**config.mk**
```make
export PLATFORM = sky130hd
export DESIGN_NAME = chroma_alpha_blend_flat
export DESIGN_NICKNAME = d
export VERILOG_FILES = /design/src/rtl/chroma_alpha_blend_if.sv /design/src/rtl/chroma_alpha_blend.sv /design/src/flat_wrapper.sv
export SDC_FILE = /design/constraint.sdc
export NUM_CORES = 2
export LEC_CHECK = 0
export ABC_AREA = 1
export BUFFER_PORTS_ARGS = -buffer_cell sky130_fd_sc_hd__buf_2
export CORE_ASPECT_RATIO = 0.5
export CORE_MARGIN = 3
export CORE_UTILIZATION = 60
export CTS_CLUSTER_SIZE = 30
export DETAILED_ROUTE_END_ITERATION = 6
export GPL_ROUTABILITY_DRIVEN = 0
export PLACE_DENSITY = 0.78
export SYNTH_ARGS = -nofsm -noshare
export SYNTH_HDL_FRONTEND = slang
export SYNTH_SLANG_ARGS = --single-unit
```
**constraint.sdc**
```tcl
create_clock -name iCLK27 -period 8.7 [get_ports iCLK27]
set_clock_uncertainty 0.15 [all_clocks]
set_input_delay 0.435 -clock iCLK27 [delete_from_list [all_inputs] [get_ports iCLK27]]
set_output_delay 0.435 -clock iCLK27 [all_outputs]
set_load 0.02 [all_outputs]
```
**src/rtl/chroma_alpha_blend_if.sv**
```systemverilog
// Pixel stream bundle for chroma_alpha_blend.
// Input side: iValid/oReady handshake, iSOF, iKey, live video (iRed/iGreen/iBlue),
// background image (imVGA_R/G/B) and alpha (iTransparencia).
// Output side: oValid/iReady handshake, oSOF, blended pixel oCn {R,G,B}, and
// oKeyCount (keyed-pixel statistics).
// Modports: slave = the blender, master = the producer/consumer driving it.
interface chroma_alpha_blend_if #(
  parameter int unsigned CW    = 10,
  parameter int unsigned CNT_W = 20
);
  logic             iValid;
  logic             oReady;
  logic             iSOF;
  logic             iKey;
  logic [CW-1:0]    iRed;
  logic [CW-1:0]    iGreen;
  logic [CW-1:0]    iBlue;
  logic [CW-1:0]    imVGA_R;
  logic [CW-1:0]    imVGA_G;
  logic [CW-1:0]    imVGA_B;
  logic [CW-1:0]    iTransparencia;
  logic             oValid;
  logic             iReady;
  logic             oSOF;
  logic [3*CW-1:0]  oCn;
  logic [CNT_W-1:0] oKeyCount;

  modport slave (
    input  iValid, iSOF, iKey, iRed, iGreen, iBlue, imVGA_R, imVGA_G, imVGA_B,
           iTransparencia, iReady,
    output oReady, oValid, oSOF, oCn, oKeyCount
  );

  modport master (
    output iValid, iSOF, iKey, iRed, iGreen, iBlue, imVGA_R, imVGA_G, imVGA_B,
           iTransparencia, iReady,
    input  oReady, oValid, oSOF, oCn, oKeyCount
  );
endinterface

```
**src/rtl/chroma_alpha_blend.sv**
```systemverilog
// Three-stage pipelined alpha compositor: Cn = A*Cf + (1-A)*Cb per channel.
//   S1: select Cf (image when keyed, else video), Cb = image, register A (11 bit).
//   S2: per-channel products A*Cf and (1024-A)*Cb.
//   S3: rounded sum >> 10, saturated; drives oCn/oSOF/oValid.
// Ports: iCLK27 (pixel clock), iRST (async active-high reset), bus (slave modport
// of chroma_alpha_blend_if carrying both handshakes, pixel data and oKeyCount).
// Optional feature: define CHROMA_BLEND_STATS_EN to build the keyed-pixel counter
// driving oKeyCount; otherwise oKeyCount is tied to 0.
module chroma_alpha_blend #(
  parameter int unsigned CW    = 10,
  parameter int unsigned CNT_W = 20
) (
  input logic                 iCLK27,
  input logic                 iRST,
  chroma_alpha_blend_if.slave bus
);
  localparam int unsigned AW = CW + 1;      // alpha incl. the exact-1.0 code
  localparam int unsigned PW = 2 * CW + 1;  // product width
  localparam int unsigned SW = PW + 1;      // sum width
  localparam int unsigned QW = SW - CW;     // quotient width before saturation
  localparam logic [CW-1:0] CMax  = '1;
  localparam logic [AW-1:0] AOne  = {1'b1, {CW{1'b0}}};
  localparam logic [SW-1:0] Round = {{(SW-CW){1'b0}}, 1'b1, {(CW-1){1'b0}}};

  logic adv, accept;
  logic [CW-1:0] alpha_q, alpha_d;
  logic [AW-1:0] a_in;
  logic [2:0][CW-1:0] vid, img, cf_in;

  logic s1_valid_q, s1_valid_d, s1_sof_q, s1_sof_d;
  logic [2:0][CW-1:0] s1_cf_q, s1_cf_d, s1_cb_q, s1_cb_d;
  logic [AW-1:0] s1_a_q, s1_a_d;

  logic s2_valid_q, s2_valid_d, s2_sof_q, s2_sof_d;
  logic [2:0][PW-1:0] s2_pf_q, s2_pf_d, s2_pb_q, s2_pb_d;

  logic out_valid_q, out_valid_d, out_sof_q, out_sof_d;
  logic [2:0][CW-1:0] out_cn_q, out_cn_d;

  logic [2:0][PW-1:0] pf_c, pb_c;
  logic [2:0][SW-1:0] sum_c;
  logic [2:0][QW-1:0] quo_c;
  logic [2:0][CW-1:0] ch_c;

  // The whole pipeline moves as one; a stalled output freezes every stage.
  assign adv        = bus.iReady | ~out_valid_q;
  assign accept     = bus.iValid & adv;
  assign bus.oReady = adv;

  assign vid   = {bus.iRed, bus.iGreen, bus.iBlue};
  assign img   = {bus.imVGA_R, bus.imVGA_G, bus.imVGA_B};
  assign cf_in = bus.iKey ? img : vid;

  // An SOF beat uses its own alpha, so the effective alpha is the next-state value.
  always_comb begin
    alpha_d = alpha_q;
    if (accept && bus.iSOF) begin
      alpha_d = bus.iTransparencia;
    end
  end

  // Full-scale alpha maps to exactly 1.0 so that Cn == Cf with no rounding loss.
  assign a_in = (alpha_d == CMax) ? AOne : {1'b0, alpha_d};

  always_comb begin
    pf_c  = '0;
    pb_c  = '0;
    sum_c = '0;
    quo_c = '0;
    ch_c  = '0;
    for (int c = 0; c < 3; c++) begin
      pf_c[c]  = {{(PW-AW){1'b0}}, s1_a_q} * {{(PW-CW){1'b0}}, s1_cf_q[c]};
      pb_c[c]  = {{(PW-AW){1'b0}}, AOne - s1_a_q} * {{(PW-CW){1'b0}}, s1_cb_q[c]};
      sum_c[c] = {1'b0, s2_pf_q[c]} + {1'b0, s2_pb_q[c]} + Round;
      quo_c[c] = sum_c[c][SW-1:CW];
      ch_c[c]  = (|quo_c[c][QW-1:CW]) ? CMax : quo_c[c][CW-1:0];
    end
  end

  always_comb begin
    s1_valid_d  = s1_valid_q;
    s1_sof_d    = s1_sof_q;
    s1_cf_d     = s1_cf_q;
    s1_cb_d     = s1_cb_q;
    s1_a_d      = s1_a_q;
    s2_valid_d  = s2_valid_q;
    s2_sof_d    = s2_sof_q;
    s2_pf_d     = s2_pf_q;
    s2_pb_d     = s2_pb_q;
    out_valid_d = out_valid_q;
    out_sof_d   = out_sof_q;
    out_cn_d    = out_cn_q;
    if (adv) begin
      s1_valid_d  = bus.iValid;
      s1_sof_d    = bus.iValid & bus.iSOF;
      s1_cf_d     = cf_in;
      s1_cb_d     = img;
      s1_a_d      = a_in;
      s2_valid_d  = s1_valid_q;
      s2_sof_d    = s1_sof_q;
      s2_pf_d     = pf_c;
      s2_pb_d     = pb_c;
      out_valid_d = s2_valid_q;
      out_sof_d   = s2_sof_q;
      out_cn_d    = ch_c;
    end
  end

  always_ff @(posedge iCLK27 or posedge iRST) begin
    if (iRST) begin
      alpha_q     <= '1;
      s1_valid_q  <= 1'b0;
      s1_sof_q    <= 1'b0;
      s1_cf_q     <= '0;
      s1_cb_q     <= '0;
      s1_a_q      <= '0;
      s2_valid_q  <= 1'b0;
      s2_sof_q    <= 1'b0;
      s2_pf_q     <= '0;
      s2_pb_q     <= '0;
      out_valid_q <= 1'b0;
      out_sof_q   <= 1'b0;
      out_cn_q    <= '0;
    end else begin
      alpha_q     <= alpha_d;
      s1_valid_q  <= s1_valid_d;
      s1_sof_q    <= s1_sof_d;
      s1_cf_q     <= s1_cf_d;
      s1_cb_q     <= s1_cb_d;
      s1_a_q      <= s1_a_d;
      s2_valid_q  <= s2_valid_d;
      s2_sof_q    <= s2_sof_d;
      s2_pf_q     <= s2_pf_d;
      s2_pb_q     <= s2_pb_d;
      out_valid_q <= out_valid_d;
      out_sof_q   <= out_sof_d;
      out_cn_q    <= out_cn_d;
    end
  end

  assign bus.oValid = out_valid_q;
  assign bus.oSOF   = out_sof_q;
  assign bus.oCn    = out_cn_q;

`ifdef CHROMA_BLEND_STATS_EN
  localparam logic [CNT_W-1:0] CntMax = '1;
  localparam logic [CNT_W-1:0] CntOne = {{(CNT_W-1){1'b0}}, 1'b1};

  logic [CNT_W-1:0] cnt_q, cnt_d, key_count_q, key_count_d;

  // An SOF beat closes the previous frame and is itself the first pixel of the next.
  always_comb begin
    cnt_d       = cnt_q;
    key_count_d = key_count_q;
    if (accept) begin
      if (bus.iSOF) begin
        key_count_d = cnt_q;
        cnt_d       = {{(CNT_W-1){1'b0}}, bus.iKey};
      end else if (bus.iKey && (cnt_q != CntMax)) begin
        cnt_d = cnt_q + CntOne;
      end
    end
  end

  always_ff @(posedge iCLK27 or posedge iRST) begin
    if (iRST) begin
      cnt_q       <= '0;
      key_count_q <= '0;
    end else begin
      cnt_q       <= cnt_d;
      key_count_q <= key_count_d;
    end
  end

  assign bus.oKeyCount = key_count_q;
`else
  logic [CNT_W-1:0] key_count_zero;
  assign key_count_zero = '0;
  assign bus.oKeyCount  = key_count_zero;
`endif

endmodule

```
**src/flat_wrapper.sv**
```systemverilog
// flat-port wrapper written by rule: the top's interface ports become plain ports
module chroma_alpha_blend_flat 
#(
  parameter int unsigned CW    = 10,
  parameter int unsigned CNT_W = 20
)
  (iCLK27, iRST, bus_iValid, bus_iSOF, bus_iKey, bus_iRed, bus_iGreen, bus_iBlue, bus_imVGA_R, bus_imVGA_G, bus_imVGA_B, bus_iTransparencia, bus_iReady, bus_oReady, bus_oValid, bus_oSOF, bus_oCn, bus_oKeyCount);
  chroma_alpha_blend_if #(.CW(CW), .CNT_W(CNT_W)) bus_i ();
  input logic iCLK27;
  input logic iRST;
  input wire logic [$bits(bus_i.iValid)-1:0] bus_iValid;
  input wire logic [$bits(bus_i.iSOF)-1:0] bus_iSOF;
  input wire logic [$bits(bus_i.iKey)-1:0] bus_iKey;
  input wire logic [$bits(bus_i.iRed)-1:0] bus_iRed;
  input wire logic [$bits(bus_i.iGreen)-1:0] bus_iGreen;
  input wire logic [$bits(bus_i.iBlue)-1:0] bus_iBlue;
  input wire logic [$bits(bus_i.imVGA_R)-1:0] bus_imVGA_R;
  input wire logic [$bits(bus_i.imVGA_G)-1:0] bus_imVGA_G;
  input wire logic [$bits(bus_i.imVGA_B)-1:0] bus_imVGA_B;
  input wire logic [$bits(bus_i.iTransparencia)-1:0] bus_iTransparencia;
  input wire logic [$bits(bus_i.iReady)-1:0] bus_iReady;
  output wire logic [$bits(bus_i.oReady)-1:0] bus_oReady;
  output wire logic [$bits(bus_i.oValid)-1:0] bus_oValid;
  output wire logic [$bits(bus_i.oSOF)-1:0] bus_oSOF;
  output wire logic [$bits(bus_i.oCn)-1:0] bus_oCn;
  output wire logic [$bits(bus_i.oKeyCount)-1:0] bus_oKeyCount;
  assign bus_i.iValid = bus_iValid;
  assign bus_i.iSOF = bus_iSOF;
  assign bus_i.iKey = bus_iKey;
  assign bus_i.iRed = bus_iRed;
  assign bus_i.iGreen = bus_iGreen;
  assign bus_i.iBlue = bus_iBlue;
  assign bus_i.imVGA_R = bus_imVGA_R;
  assign bus_i.imVGA_G = bus_imVGA_G;
  assign bus_i.imVGA_B = bus_imVGA_B;
  assign bus_i.iTransparencia = bus_iTransparencia;
  assign bus_i.iReady = bus_iReady;
  assign bus_oReady = bus_i.oReady;
  assign bus_oValid = bus_i.oValid;
  assign bus_oSOF = bus_i.oSOF;
  assign bus_oCn = bus_i.oCn;
  assign bus_oKeyCount = bus_i.oKeyCount;
  chroma_alpha_blend #(.CW(CW), .CNT_W(CNT_W)) u_core (.iCLK27(iCLK27), .iRST(iRST), .bus(bus_i));
endmodule
```
* Yosys cells after proc, flatten, opt, wreduce, memory -nomap -nowiden
Cells that the tools add are included.
** Word-level totals
- Register bits after elaboration :: 243
- Input bits :: 76
** Operators by class
- Muxes and demuxes :: 6
- Multipliers :: 6
- Reductions and logical operators :: 4
- Add/sub/neg operators :: 7
- Bitwise operators :: 4
- Equality and inequality tests :: 1
** Operator list (number)
- $mul 11x10->21 :: 6
- $add 21x21->22 :: 3
- $add 22x10->22 const B :: 3
- $mux 10 :: 4
- $mux 30 :: 1
- $mux 11 :: 1
- $sub 11x11->11 const A :: 1
- $eq 10x10->1 const B :: 1
- $reduce_or 2->1 :: 3
- $and 1x1->1 :: 2
- $logic_and 1x1->1 :: 1
- $not 1->1 :: 1
- $or 1x1->1 :: 1

* Logic depth before layout (Yosys ltp)
- Depth in word-level cells :: 7
- Mapped depth :: 33
- Mapped depth without buffers :: 31

* Least setup slack after synthesis
Ideal clock, no wire load.
- Path type :: reg-to-reg
- Start point :: register u_core.s1_a_q[1]
- End point :: register u_core.s2_pb_q[40] (netlist name)
- Buffers on the path :: 3
- Data required time :: 8.432 ns
- Slack :: 2.517 ns
- Data arrival time :: 5.915 ns
- Cell stages (with the launch flop) :: 32
- Path through :: dfrtp_1 > buf_2 > clkbuf_1 > inv_1 > ha_1 > nand2_2 > nor2_2 > nand2_1 > o21ai_0 > nand2_1 > inv_1 > clkbuf_1 > nand2_1 > fa_1 > inv_1 > fa_1 > inv_1 > fa_1 > inv_1 > fa_1 > inv_1 > fa_1 > inv_1 > ha_1 > a21o_1 > a21boi_0 > nand2_1 > nand2_1 > nand3_1 > or2_2 > nand3_1 > nand2_1
** On the way
- Cells in the longest elaborated chain, start to end :: 2
** RTL lines
- start, declared :: line chroma_alpha_blend.sv:32 : logic [AW-1:0] s1_a_q, s1_a_d;
- start signal, assigned :: line chroma_alpha_blend.sv:116 : s1_a_q <= '0;
- start signal, assigned :: line chroma_alpha_blend.sv:130 : s1_a_q <= s1_a_d;
- $sub 11x11->11 :: line chroma_alpha_blend.sv:73 : pb_c[c] = {{(PW-AW){1'b0}}, AOne - s1_a_q} * {{(PW-CW){1'b0}}, s1_cb_q[c]};
- $mul 11x10->21 :: line chroma_alpha_blend.sv:73
- end signal, assigned :: line chroma_alpha_blend.sv:134 : s2_pb_q <= s2_pb_d;
- end, declared :: line chroma_alpha_blend.sv:35 : logic [2:0][PW-1:0] s2_pf_q, s2_pf_d, s2_pb_q, s2_pb_d;
Every way passes these cells.
A chain may end at the register's enable or synchronous reset.

* Worst setup path after layout
- Start point :: register u_core.s1_a_q[0]
- End point :: register u_core.s2_pb_q[40] (netlist name)
Same word-level chain as after synthesis.

==> flow_summary_export.csv <==
group,metric,value,unit
status,status,"completed",
route,viasPerCell,5.606,
timing,max_freq,137.1,MHz
cts,post_cts_resized,0,
route,drc_errors,0,
floorplanning,die_h,180.2,µm
logic_synthesis,synth_edf_count,0,
floorplanning,fp.coreArea,59670,µm²
floorplanning,start_util,61.05,%
timing,max_slew_margin,37.05,%
logic_synthesis,ys_ff_latch,243,
setup_path,crit_type,"register to register",
route,wl_met3,12750,µm
logic_synthesis,syn_inst,4947,
timing,finalHoldViolCount,0,
timing,setup_violations,0,
layout,area_growth_syn_to_layout,6.090,%
route,dr_wl_met2,44240,µm
cts,clk_latency,0.59,ns
logic_synthesis,yosysWarningCount,0,
global_route,grt_max_degree,126,
layout,final_common_cell,"nand2_1",
global_route,grt_overflow,0,
timing,period_share,83.85,%
place,dpl.hpwl,80630,µm
setup_path,timing.critical_path.mode_cell,"inv_1",
worst_hold_path,hold_path_class,"input port to register",
route,via_count,32470,
logic_synthesis,ys.flop_type,"dfrtp_1",
route,drt-met1-wl,41870,µm
setup_path,cp.required,9.03,ns
setup_path,cpPeakStageDelay,0.61,ns
logic_synthesis,ys_types,47,
cts,clockBufferDepth,3,
route,wl,102600,µm
place,io_buffers,108,
layout,diodes,0,
floorplanning,dieArea,63880,µm²
setup_path,slowest_stage,"inv_1",
logic_synthesis,synth-seq-area-share,16.73,%
cts,cts_sinks,243,
timing,setup_ws,1.405,ns
floorplanning,io_pins,129,
global_route,antenna_found_initial,6,
layout,fillers,5043,
logic_synthesis,async_reset_ff_share,100.0,%
timing,tightest_slew,0.9442,ns
cts,clock-root-buffer,"clkbuf_16",
setup_path,startpoint_type,"register",
setup_path,worst-path-max-fanout,25,
setup_path,endpoint_kind,"register",
route,drtIter0Drc,3102,
floorplanning,core.rowCount,63,
route,highest_layer,"met5",
layout,nets,5910,
logic_synthesis,yosysTopAreaCellShare,23.08,%
cts,path_clk_slew,0.07,ns
timing,grt_setup_unrepaired,"no",
route,drt_first_pass_iters,6,
run,drv_cap,0,
cts,cts_tree,"built",
logic_synthesis,synth.area.top_cells,"fa_1, dfrtp_1, ha_1",
logic_synthesis,synth_top_cell_by_area,"fa_1",
cts,htree_levels,1,
place,dpl_worst_slack,1.639,ns
setup_path,cp.arrival,7.63,ns
layout,final_cell_mix,"nand2_1, inv_1, ha_1, fa_1, nor2_1",
cts,cts_made_buffers,27,
global_route,grt_pass1_vias,32560,
route,final_antenna_net_count,0,
route,wl_per_cell,17.72,µm
logic_synthesis,synth.avg_cell_area,7.363,µm²
global_route,grt_pass1_wl,168400,µm
timing,slew_violations,0,
layout,drive_above_1_share,5.161,%
timing,tns,0,ns
floorplanning,die_x,354.5,µm
logic_synthesis,syn_area,36430,µm²
global_route,grt_usage,32.60,%
timing,fin_crit,7.295,ns
timing repair:
item	in CTS	in global routing
hold buffers	20	0
hold endpoints to repair	137	0
buffers inserted	0	0
Yosys cell counts (24+ instances only):
cell	count
xor2_1	35
dfrtp_1	233
or2_2	33
clkbuf_1	147
nand4_1	37
nor2_1	366
ha_1	454
a21oi_1	167
a31oi_1	24
o21ai_0	213
nand2_1	1432
nand3b_1	31
fa_1	420
xnor2_1	24
nand3_1	165
inv_1	977
cell families (layout without fill, tap and decap cells):
| logic type | after synthesis | count (layout) | synth area share, % |
|---|---|---|---|
| other | 1 | 20 | 0.01029 |
| xor gates and xnor gates | 61 | 61 | 1.508 |
| buffers and inverters | 1176 | 1190 | 12.45 |
| AOI/OAI and AO/OA | 469 | 469 | 6.935 |
| and+or+nand+nor | 2123 | 2123 | 23.69 |
| adders and majority gates | 874 | 874 | 38.68 |
| DFF | 243 | 243 | 16.73 |
critical path, delay by kind of cell (launching register included):
family          cells  cell delay, ns
fa+ha+maj           7            3.10
simple gates       11            1.58
buf+inv             8            1.26
compound gates      3            0.68
flops               1            0.40
stage by stage:
step | utilization, % | cell area (µm²) | cells | hold slack (ns)
floorplan | - | 36500 | 4966 | 0.2698
global placement | 62.74 | 37430 | 5723 | 0.2852
detailed placement | 62.74 | 37430 | 5723 | 0.2908
CTS | 64.76 | 38640 | 5792 | 0.002476
global route | 64.76 | 38640 | 5792 | 0.03930
finish | 64.76 | 38640 | 5792 | 0.02181
path summary, 6_finish.rpt:
kind,slack (ns),end,cells past startpoint,startpoint
worst max-delay path,1.41,u_core.s2_pb_q[40],29,u_core.s1_a_q[0]
worst min register to register,0.31,u_core.bus.oValid,2,u_core.s2_valid_q
worst max register to register,1.41,u_core.s2_pb_q[40],29,u_core.s1_a_q[0]
max in group asynchronous,6.59,u_core.s1_cf_q[16],4,iRST
min in group asynchronous,0.41,u_core.bus.oCn[25],3,iRST
worst min-delay path,0.02,u_core.alpha_q[5],3,bus_iTransparencia[5]
registers in the layout, indices dropped and copies added, names as in the netlist:
signal	cells
u_core.alpha_q	10
u_core.bus.oCn	30
u_core.bus.oSOF	1
u_core.bus.oValid	1
u_core.s1_a_q	11
u_core.s1_cb_q	30
u_core.s1_cf_q	30
u_core.s1_sof_q	1
u_core.s1_valid_q	1
u_core.s2_pb_q	63
u_core.s2_pf_q	63
u_core.s2_sof_q	1
u_core.s2_valid_q	1
final cells by class:
class | instances | area, µm² | share of cell area (%)
multi-input cells | 3547 | 25870 | 66.96
well taps | 812 | 1016 | 2.629
clock inverters | 17 | 275.3 | 0.7123
repair buffers | 153 | 928.4 | 2.402
clock buffers | 32 | 734.5 | 1.901
flip-flops and latches | 243 | 6095 | 15.77
inverters | 988 | 3721 | 9.629
layer usage:
metal	vias up	track usage [%]
met1	15500	44.68
met3	304	9.265
met5	-	0
met2	1589	49.97
li1	15060	-
met4	12	10.83
Power is left out: the tool's default activity adds up to more than one toggle a clock period on the data nets, which glitch-free logic cannot reach.
